==> config.mk <==
export PLATFORM = sky130hd
export DESIGN_NAME = imem_loader_flat
export DESIGN_NICKNAME = d
export VERILOG_FILES = /design/src/rtl/imem_loader_if.sv /design/src/rtl/imem_loader.sv /design/src/flat_wrapper.sv
export SDC_FILE = /design/constraint.sdc
export NUM_CORES = 1
export LEC_CHECK = 0
export CAP_MARGIN = 30
export CORE_MARGIN = 4
export CORE_UTILIZATION = 25
export DETAILED_ROUTE_END_ITERATION = 12
export GPL_TIMING_DRIVEN = 0
export SYNTH_ARGS = -nofsm -noshare
export SYNTH_HDL_FRONTEND = slang
export SYNTH_SLANG_ARGS = --single-unit
==> constraint.sdc <==
create_clock -name clk -period 3.2 [get_ports clk]
set_input_delay 0.32 -clock clk [delete_from_list [all_inputs] [get_ports clk]]
set_output_delay 0.32 -clock clk [all_outputs]
set_load 0.03 [all_outputs]
==> src/rtl/imem_loader_if.sv <==
// Stream-in handshake and byte-write bus of the boot program loader.
// The loader takes the master side; the byte source and memory take the slave side.
interface imem_loader_if;
    logic        in_valid;
    logic [7:0]  in_data;
    logic        in_ready;
    logic        mem_we;
    logic [31:0] mem_addr;
    logic [7:0]  mem_wdata;

    modport master (
        input  in_valid,
        input  in_data,
        output in_ready,
        output mem_we,
        output mem_addr,
        output mem_wdata
    );

    modport slave (
        output in_valid,
        output in_data,
        input  in_ready,
        input  mem_we,
        input  mem_addr,
        input  mem_wdata
    );
endinterface

==> src/rtl/imem_loader.sv <==
// Boot loader: parses a length/payload/checksum frame, writes payload bytes to
// instruction memory one cycle after acceptance, and holds the core until the checksum matches.
module imem_loader #(
    parameter int unsigned MEM_BYTES = 400,
    parameter logic [31:0] BASE_ADDR = 32'd0
) (
    input  logic          clk,
    input  logic          rst,
    imem_loader_if.master bus,
    output logic          cpu_hold,
    output logic          done,
    output logic          error
);

    typedef enum logic [2:0] {LEN, DATA, CSUM, DONE, ERR} state_t;

    // Largest payload that fits between BASE_ADDR and the end of memory.
    localparam logic [31:0] LIMIT = 32'(MEM_BYTES) - BASE_ADDR;

    state_t      state_q, state_d;
    logic [31:0] len_q, len_d;
    logic [1:0]  idx_q, idx_d;
    logic [31:0] count_q, count_d;
    logic [7:0]  sum_q, sum_d;
    logic        we_q, we_d;
    logic [31:0] addr_q, addr_d;
    logic [7:0]  wdata_q, wdata_d;

    logic        inReady;
    logic        accept;
    logic [31:0] fullLen;

    assign inReady = (state_q == LEN) || (state_q == DATA) || (state_q == CSUM);
    assign accept  = bus.in_valid && inReady;

    always_ff @(posedge clk) begin
        if (rst) begin
            state_q <= LEN;
            len_q   <= '0;
            idx_q   <= '0;
            count_q <= '0;
            sum_q   <= '0;
            we_q    <= 1'b0;
            addr_q  <= '0;
            wdata_q <= '0;
        end else begin
            state_q <= state_d;
            len_q   <= len_d;
            idx_q   <= idx_d;
            count_q <= count_d;
            sum_q   <= sum_d;
            we_q    <= we_d;
            addr_q  <= addr_d;
            wdata_q <= wdata_d;
        end
    end

    // The range check uses the complete 32-bit length, including the byte arriving now.
    always_comb begin
        state_d = state_q;
        len_d   = len_q;
        idx_d   = idx_q;
        count_d = count_q;
        sum_d   = sum_q;
        we_d    = 1'b0;
        addr_d  = addr_q;
        wdata_d = wdata_q;
        fullLen = {bus.in_data, len_q[23:0]};

        unique case (state_q)
            LEN: begin
                if (accept) begin
                    len_d[{idx_q, 3'b000} +: 8] = bus.in_data;
                    idx_d = idx_q + 2'd1;
                    if (idx_q == 2'd3) begin
                        if (fullLen > LIMIT) begin
                            state_d = ERR;
                        end else if (fullLen == 32'd0) begin
                            state_d = CSUM;
                        end else begin
                            state_d = DATA;
                        end
                    end
                end
            end
            DATA: begin
                if (accept) begin
                    we_d    = 1'b1;
                    addr_d  = BASE_ADDR + count_q;
                    wdata_d = bus.in_data;
                    sum_d   = sum_q + bus.in_data;
                    count_d = count_q + 32'd1;
                    if (count_d == len_q) begin
                        state_d = CSUM;
                    end
                end
            end
            CSUM: begin
                if (accept) begin
                    state_d = (bus.in_data == sum_q) ? DONE : ERR;
                end
            end
            DONE, ERR: begin
            end
            default: begin
                state_d = ERR;
            end
        endcase
    end

    assign bus.in_ready  = inReady;
    assign bus.mem_we    = we_q;
    assign bus.mem_addr  = addr_q;
    assign bus.mem_wdata = wdata_q;

    assign done     = (state_q == DONE);
    assign error    = (state_q == ERR);
    assign cpu_hold = (state_q != DONE);

endmodule
==> src/flat_wrapper.sv <==
// flat-port wrapper written by rule: the top's interface ports become plain ports
module imem_loader_flat 
#(
    parameter int unsigned MEM_BYTES = 400,
    parameter logic [31:0] BASE_ADDR = 32'd0
)
  (clk, rst, cpu_hold, done, error, bus_in_valid, bus_in_data, bus_in_ready, bus_mem_we, bus_mem_addr, bus_mem_wdata);
  imem_loader_if bus_i ();
  input  logic clk;
  input  logic rst;
  output logic cpu_hold;
  output logic done;
  output logic error;
  input wire logic [$bits(bus_i.in_valid)-1:0] bus_in_valid;
  input wire logic [$bits(bus_i.in_data)-1:0] bus_in_data;
  output wire logic [$bits(bus_i.in_ready)-1:0] bus_in_ready;
  output wire logic [$bits(bus_i.mem_we)-1:0] bus_mem_we;
  output wire logic [$bits(bus_i.mem_addr)-1:0] bus_mem_addr;
  output wire logic [$bits(bus_i.mem_wdata)-1:0] bus_mem_wdata;
  assign bus_i.in_valid = bus_in_valid;
  assign bus_i.in_data = bus_in_data;
  assign bus_in_ready = bus_i.in_ready;
  assign bus_mem_we = bus_i.mem_we;
  assign bus_mem_addr = bus_i.mem_addr;
  assign bus_mem_wdata = bus_i.mem_wdata;
  imem_loader #(.MEM_BYTES(MEM_BYTES), .BASE_ADDR(BASE_ADDR)) u_core (.clk(clk), .rst(rst), .bus(bus_i), .cpu_hold(cpu_hold), .done(done), .error(error));
endmodule
# Word-level counts from Yosys, hierarchy flattened
# Cells that the tools add are included.
dict set report op_classes {
  n_bitwise 2
  eq_ne 13
  n_addsub 4
  order_cmp 1
  n_shift 2
  n_reduce_logical 10
  muxes 11
}
# op count
set ops {}
lappend ops {{adder 32 x 1 -> 32 bit (second input constant)} 1}
lappend ops {{bitwise mux 32 bit} 1}
lappend ops {{equality test 32 bit} 1}
lappend ops {{greater-than comparator 32 x 9 -> 1 bit (second input constant)} 1}
lappend ops {{logical NOT 32 bit} 1}
lappend ops {{variable shift 8 x 7 -> 32 bit (first input constant)} 1}
lappend ops {{indexed part select 8 x 7 -> 32 bit} 1}
lappend ops {{2-to-1 mux 3 bit} 7}
lappend ops {{case mux 3 bit (4 select lines)} 1}
lappend ops {{adder 8 bit} 1}
lappend ops {{equality test 8 bit} 1}
lappend ops {{negator 5 -> 7 bit} 1}
lappend ops {{equality test 3 x 2 -> 1 bit (second input constant)} 2}
lappend ops {{!= test 2 x 1 -> 1 bit (second input constant)} 3}
lappend ops {{AND reduction 6 bit} 1}
lappend ops {{!= test 2 bit (second input constant)} 2}
lappend ops {{AND reduction 2 bit} 2}
lappend ops {{OR reduction 2 bit} 2}
lappend ops {{equality test 3 x 1 -> 1 bit (second input constant)} 1}
lappend ops {{equality test 3 bit (second input constant)} 1}
lappend ops {{logical NOT 3 bit} 1}
lappend ops {{!= test 3 x 2 -> 1 bit (second input constant)} 1}
lappend ops {{adder 2 x 1 -> 2 bit (second input constant)} 1}
lappend ops {{equality test 2 bit (second input constant)} 1}
lappend ops {{other kinds (5)} 7}
dict set report word_totals {
  out_inout_bits 45
  regBits 118
  inputBits 11
  wordCells 51
}

# Depth between registers and ports, before layout
# Gate-level depths: netlist of the first run.
dict set report depth {
  word_depth 6
  mapped_depth 11
  depth_no_buf 11
}

# Worst setup path before layout of the first run
# Ideal clock, no wire load.
dict set report synth_timing {
  kind {register to register}
  start {reg u_core.count_q[0]}
  end {reg u_core.state_q[0]}
  n_path_buf 0
  setup_time_ns 0.062
  path_stages_with_launch 10
  slack_ns 0.671
  t_arrival_ns 2.467
  t_required_ns 3.138
  synth_period_minus_slack_ns 2.529
  path_cell_list {dfxtp_1 ha_1 inv_1 or3_1 a2111oi_2 nand4_1 nor4_1 nand4_1 or4b_1 nand3_1}
}
dict set report synth_via {
  elab_chain_cells 4
}
# element line
set synth_lines {}
lappend synth_lines {{start: declaration} imem_loader.sv:23} ;# logic [31:0] count_q, count_d;
lappend synth_lines {{start signal: assignment} imem_loader.sv:50} ;# count_q <= count_d;
lappend synth_lines {{adder 32 x 1 -> 32 bit} imem_loader.sv:92} ;# count_d = count_q + 32'd1;
lappend synth_lines {{equality test 32 bit} imem_loader.sv:93} ;# if (count_d == len_q) begin
lappend synth_lines {{!= test 2 bit (no source line)} n/a}
lappend synth_lines {{AND reduction 6 bit (no source line)} n/a}
lappend synth_lines {{end signal: assignment} imem_loader.sv:47} ;# state_q <= state_d;
lappend synth_lines {{end: declaration} imem_loader.sv:20} ;# state_t state_q, state_d;
# Every way passes these cells.
# A chain may end at the register's enable or synchronous reset.

# Worst setup path after layout of the first run
dict set report layout_timing {
  start {reg u_core.count_q[1]}
  end {reg u_core.state_q[0]}
}
# Same word-level chain as after synthesis.

==> results of run 1 <==
## layer usage
layer,wire length [um],vias up
li1,-,2935
met1,9150,2720
met2,8430,162
met3,1030,22
met4,345,0
met5,0,-
## power groups by stage
stage / registers [mW] / logic [mW] / clock network, mW
after global routing: 1.49 / 0.197 / 2.07
after floorplan: 1.52 / 0.111 / 0
after global placement: 1.52 / 0.173 / 0
after CTS: 1.49 / 0.177 / 2.00
after detailed placement: 1.53 / 0.175 / 0
final: 1.49 / 0.177 / 1.96
## layout make-up
class	instances	area [um2]	share of cell area, %
buffer	55	312	3.94
multi-input combinational	614	3620	45.7
timing repair buffer	56	556	7.02
inverter	15	56.3	0.711
sequential	118	2360	29.9
clock buffer	24	512	6.46
tap	324	405	5.12
clock inverter	7	92.6	1.17
## metrics by stage
stage	hold slack, ns	instances	total power [mW]	setup TNS (ns)	setup WS, ns
floorplan	0.436	802	1.63	0	0.671
global placement	0.442	1180	1.70	0	0.00908
detailed placement	0.448	1180	1.70	-0.0117	-0.0117
CTS	0.356	1212	3.67	0	0.0673
global route	0.374	1213	3.76	-0.0184	-0.0133
finish	0.369	1213	3.63	0	0.209
## final timing paths
kind	start	to	slack [ns]	depth (start not counted)
worst max register to register	u_core.count_q[1]	u_core.state_q[0]	0.21	10
worst max-delay path	u_core.count_q[1]	u_core.state_q[0]	0.21	10
worst min-delay path	bus_in_data[7]	u_core.bus.mem_wdata[7]	0.37	3
worst min register to register	u_core.bus.mem_addr[21]	u_core.bus.mem_addr[21]	0.45	2
## what timing repair did
action / in CTS / in global routing
resized for setup: 0 / 6
setup buffers: 1 / 1
setup endpoints to repair: 2 / 33
pin swaps: 1 / 1
## sequential cells by signal, indices dropped and copies added, names as in the netlist
register and count:
u_core.sum_q 8, u_core.bus.mem_we 1, u_core.len_q 32, u_core.state_q 3
u_core.idx_q 2, u_core.count_q 32, u_core.bus.mem_addr 32, u_core.bus.mem_wdata 8
## worst register-to-register path, stage by stage, from the launching register on
cell       delay (ns)
dfxtp_1          0.42
ha_1             0.24
inv_1            0.13
or3_1            0.43
a2111oi_4        0.38
nand4_1          0.17
nor4_2           0.31
nand4_1          0.13
buf_4            0.17
or4b_1           0.46
nand3_1          0.07
## Yosys cell counts (all sizes together), types with 2 or more instances
| library cell | number |
|---|---|
| nand3b | 3 |
| and2 | 5 |
| nor4 | 16 |
| and4 | 7 |
| a2111oi | 2 |
| xnor2 | 39 |
| nor3b | 6 |
| ha | 15 |
| nor4b | 2 |
| a211o | 2 |
| and3b | 2 |
| nand4 | 15 |
| a31oi | 5 |
| o21ai | 14 |
| nand3 | 47 |
| or4 | 5 |
| nor2b | 4 |
| a21oi | 99 |
| nor3 | 16 |
| a2111o | 2 |
| inv | 15 |
| and3 | 10 |
| buf | 15 |
| or3 | 13 |
| clkbuf | 38 |
| a211oi | 4 |
| o21bai | 2 |
| a21o | 2 |
| o31ai | 2 |
| nand2 | 167 |
| nand2b | 4 |
| nor2 | 50 |
| bufbuf | 2 |
| a311oi | 3 |
| dfxtp | 118 |
| o211ai | 2 |
| xor2 | 33 |
| o22ai | 2 |
| o311ai | 2 |
## logic make-up after synthesis
family          Yosys count  share of synthesized area [%]
simple gates            376                           29.6
xor+xnor                 72                           9.97
compound gates          149                           13.8
fa+ha+maj                16                           3.28
buf+inv                  70                           5.80
mux                       1                          0.158
flops                   118                           37.4
==> summary.log, run 1 <==
INFO  cts            clock_insertion_delay_worst_skew=0.43ns
INFO  logic_synthesis synth_edf_count=0
INFO  critical_path  worstPathRequired=3.57ns
INFO  die            floorplan.die.height=167um
INFO  cts            cts_tree=yes
INFO  pwr            power.net_switching=0.835mW
INFO  logic_synthesis synthesis.yosys.warnings=0
INFO  pwr            power.combinational.fraction=4.9%
INFO  timing         timing.slew.headroom=41.5%
INFO  logic_synthesis synthDominantAreaCellType=dfxtp_1
INFO  pwr            p_leak=2.70nW
INFO  cts            clock-root-buffer=clkbuf_16
INFO  routing        route.final.wire_length=18.9mm
INFO  cts            cts-root-to-sink-buffers=2
INFO  cts            cts-buffers-inserted=17
INFO  critical_path  crit_path_max_incr_delay=0.46ns
INFO  routing        dr.first_iter.drc_count=436
INFO  pwr            power.ir.vdd_worst=0.000257V
INFO  cells_and_area final_design_area_no_fill=7920um2
INFO  die            placementRows=57
INFO  cells_and_area mostFrequentLayoutCells=nand2_1 (167), dfxtp_1 (117), a21oi_1 (99), clkdlybuf4s50_1 (54), nor2_1 (50)
INFO  timing         final_hold_violations=0
INFO  logic_synthesis synth.ff_latch_count=118
INFO  logic_synthesis mappedNetlistArea=6320um2
INFO  logic_synthesis mapped_cells=802
INFO  die            ioPinCount=56
INFO  critical_path  cp_data_arrival_time=3.36ns
INFO  timing         final.setup_skew=0.0109ns
INFO  cells_and_area fillerInstances=2,624
INFO  die            die_w=167um
INFO  die            design.die.area=27,900um2
INFO  cells_and_area postLayoutCoreUtil=32.2%
INFO  routing        antenna_violating_nets_post_route=0
INFO  logic_synthesis synth_sequential_area_ratio=37.4%
INFO  cells_and_area final_nets=904
INFO  cells_and_area share_of_post_route_cells_with_drive_strength_above_1=8.32%
INFO  grt            grt_start_max_net_pins=17
INFO  critical_path  timing.critical_path.cells=ha_1 -> inv_1 -> or3_1 -> a2111oi_4 -> nand4_1 -> nor4_2 -> nand4_1 -> buf_4 -> or4b_1 -> nand3_1
INFO  cells_and_area area_growth_from_synthesis_to_layout=25.2%
INFO  critical_path  cp-start-kind=register
INFO  grt            groute.layer.met2.usage=20.8%
INFO  logic_synthesis yosys_most_used_dff=dfxtp_1
INFO  cells_and_area antenna_cells=0
INFO  logic_synthesis synth.distinct_cells=65
INFO  placement      place_hpwl=13.9mm
INFO  grt            grt_pass1_vias=5,456
INFO  pwr            p_sw_share=23.0%
INFO  logic_synthesis synthTopCellsByArea=dfxtp_1 (37%), nand2_1 (9.9%), a21oi_1 (7.8%), xnor2_1 (5.4%), xor2_1 (4.6%)
INFO  die            start_util=25.7%
INFO  pwr            power.clock.fraction=54.0%
INFO  placement      numPortBuffers=54
INFO  timing         timing.final.max_slew_violations=0
INFO  grt            grt_util_all_layers=13.8%
INFO  routing        detail_route.first_pass.iterations=5
INFO  pwr            power_per_cell_area=459nW/um2
INFO  timing         timing.fmax=334MHz
INFO  timing         final_period_minus_worst_setup_slack=2.99ns
INFO  pwr            sequentialPowerShare=41.1%
INFO  grt            grtUsageMet1=19.4%
INFO  logic_synthesis syn_avg_cell_area=7.88um2
INFO  grt            top_usage_layer=met2
INFO  timing         worst-slew-pin-transition=0.875ns
INFO  critical_path  worst_path_buffer_plus_inverter_count=2
INFO  cts            numClockSinks=118
INFO  routing        via_per_inst=4.81
INFO  pwr            internal_power=2.80mW
INFO  routing        drc=0
INFO  cts            clk_transition_reported_paths=0.06ns
INFO  outcome        outcome=complete, no violations
INFO  critical_path  path_class=reg -> reg
INFO  routing        wire_per_inst=15.6um
INFO  critical_path  largest_delay_share_family_worst_path=simple AND/OR/NAND/NOR gates
INFO  logic_synthesis netlist.area_leader.share=37.4%
INFO  cts            cts.hold.buffers_added=0
INFO  logic_synthesis async_reset_ff_share=0%
INFO  critical_path  path_max_fanout=6
INFO  placement      placed_area=7270um2
INFO  routing        num_vias=5,839
INFO  die            core-area=24,600um2
INFO  placement      globalplace.congestion=0.885
INFO  grt            antenna_found_initial=0
INFO  logic_synthesis synth_fp_nets=829
INFO  critical_path  path_common_cell=nand4_1
INFO  critical_path  end_kind=register
INFO  critical_path  critical-path-slowest-cell=or4b_1
INFO  flow_run       drv.max_cap_violation_count=0
INFO  cts            htree_num_levels=4
INFO  timing         finalSetupViolCount=0
INFO  timing         final_min_period_over_clock_period=93.5%
INFO  cells_and_area layout.cells.most_common=nand2_1
INFO  grt            groute.layer.met3.usage=3.18%
INFO  min_path       min-delay-path-class=in -> reg
INFO  grt            grt_overflow=0
INFO  grt            global_route_wire_length_before_repair=30.4mm
(Power assumes the default switching activity.)
==> run 2, diff against run 1 <==
- ABC_AREA: not set -> 0
==> results of run 2 <==
Final layout, timing and power as in run 1 (identical DEF).
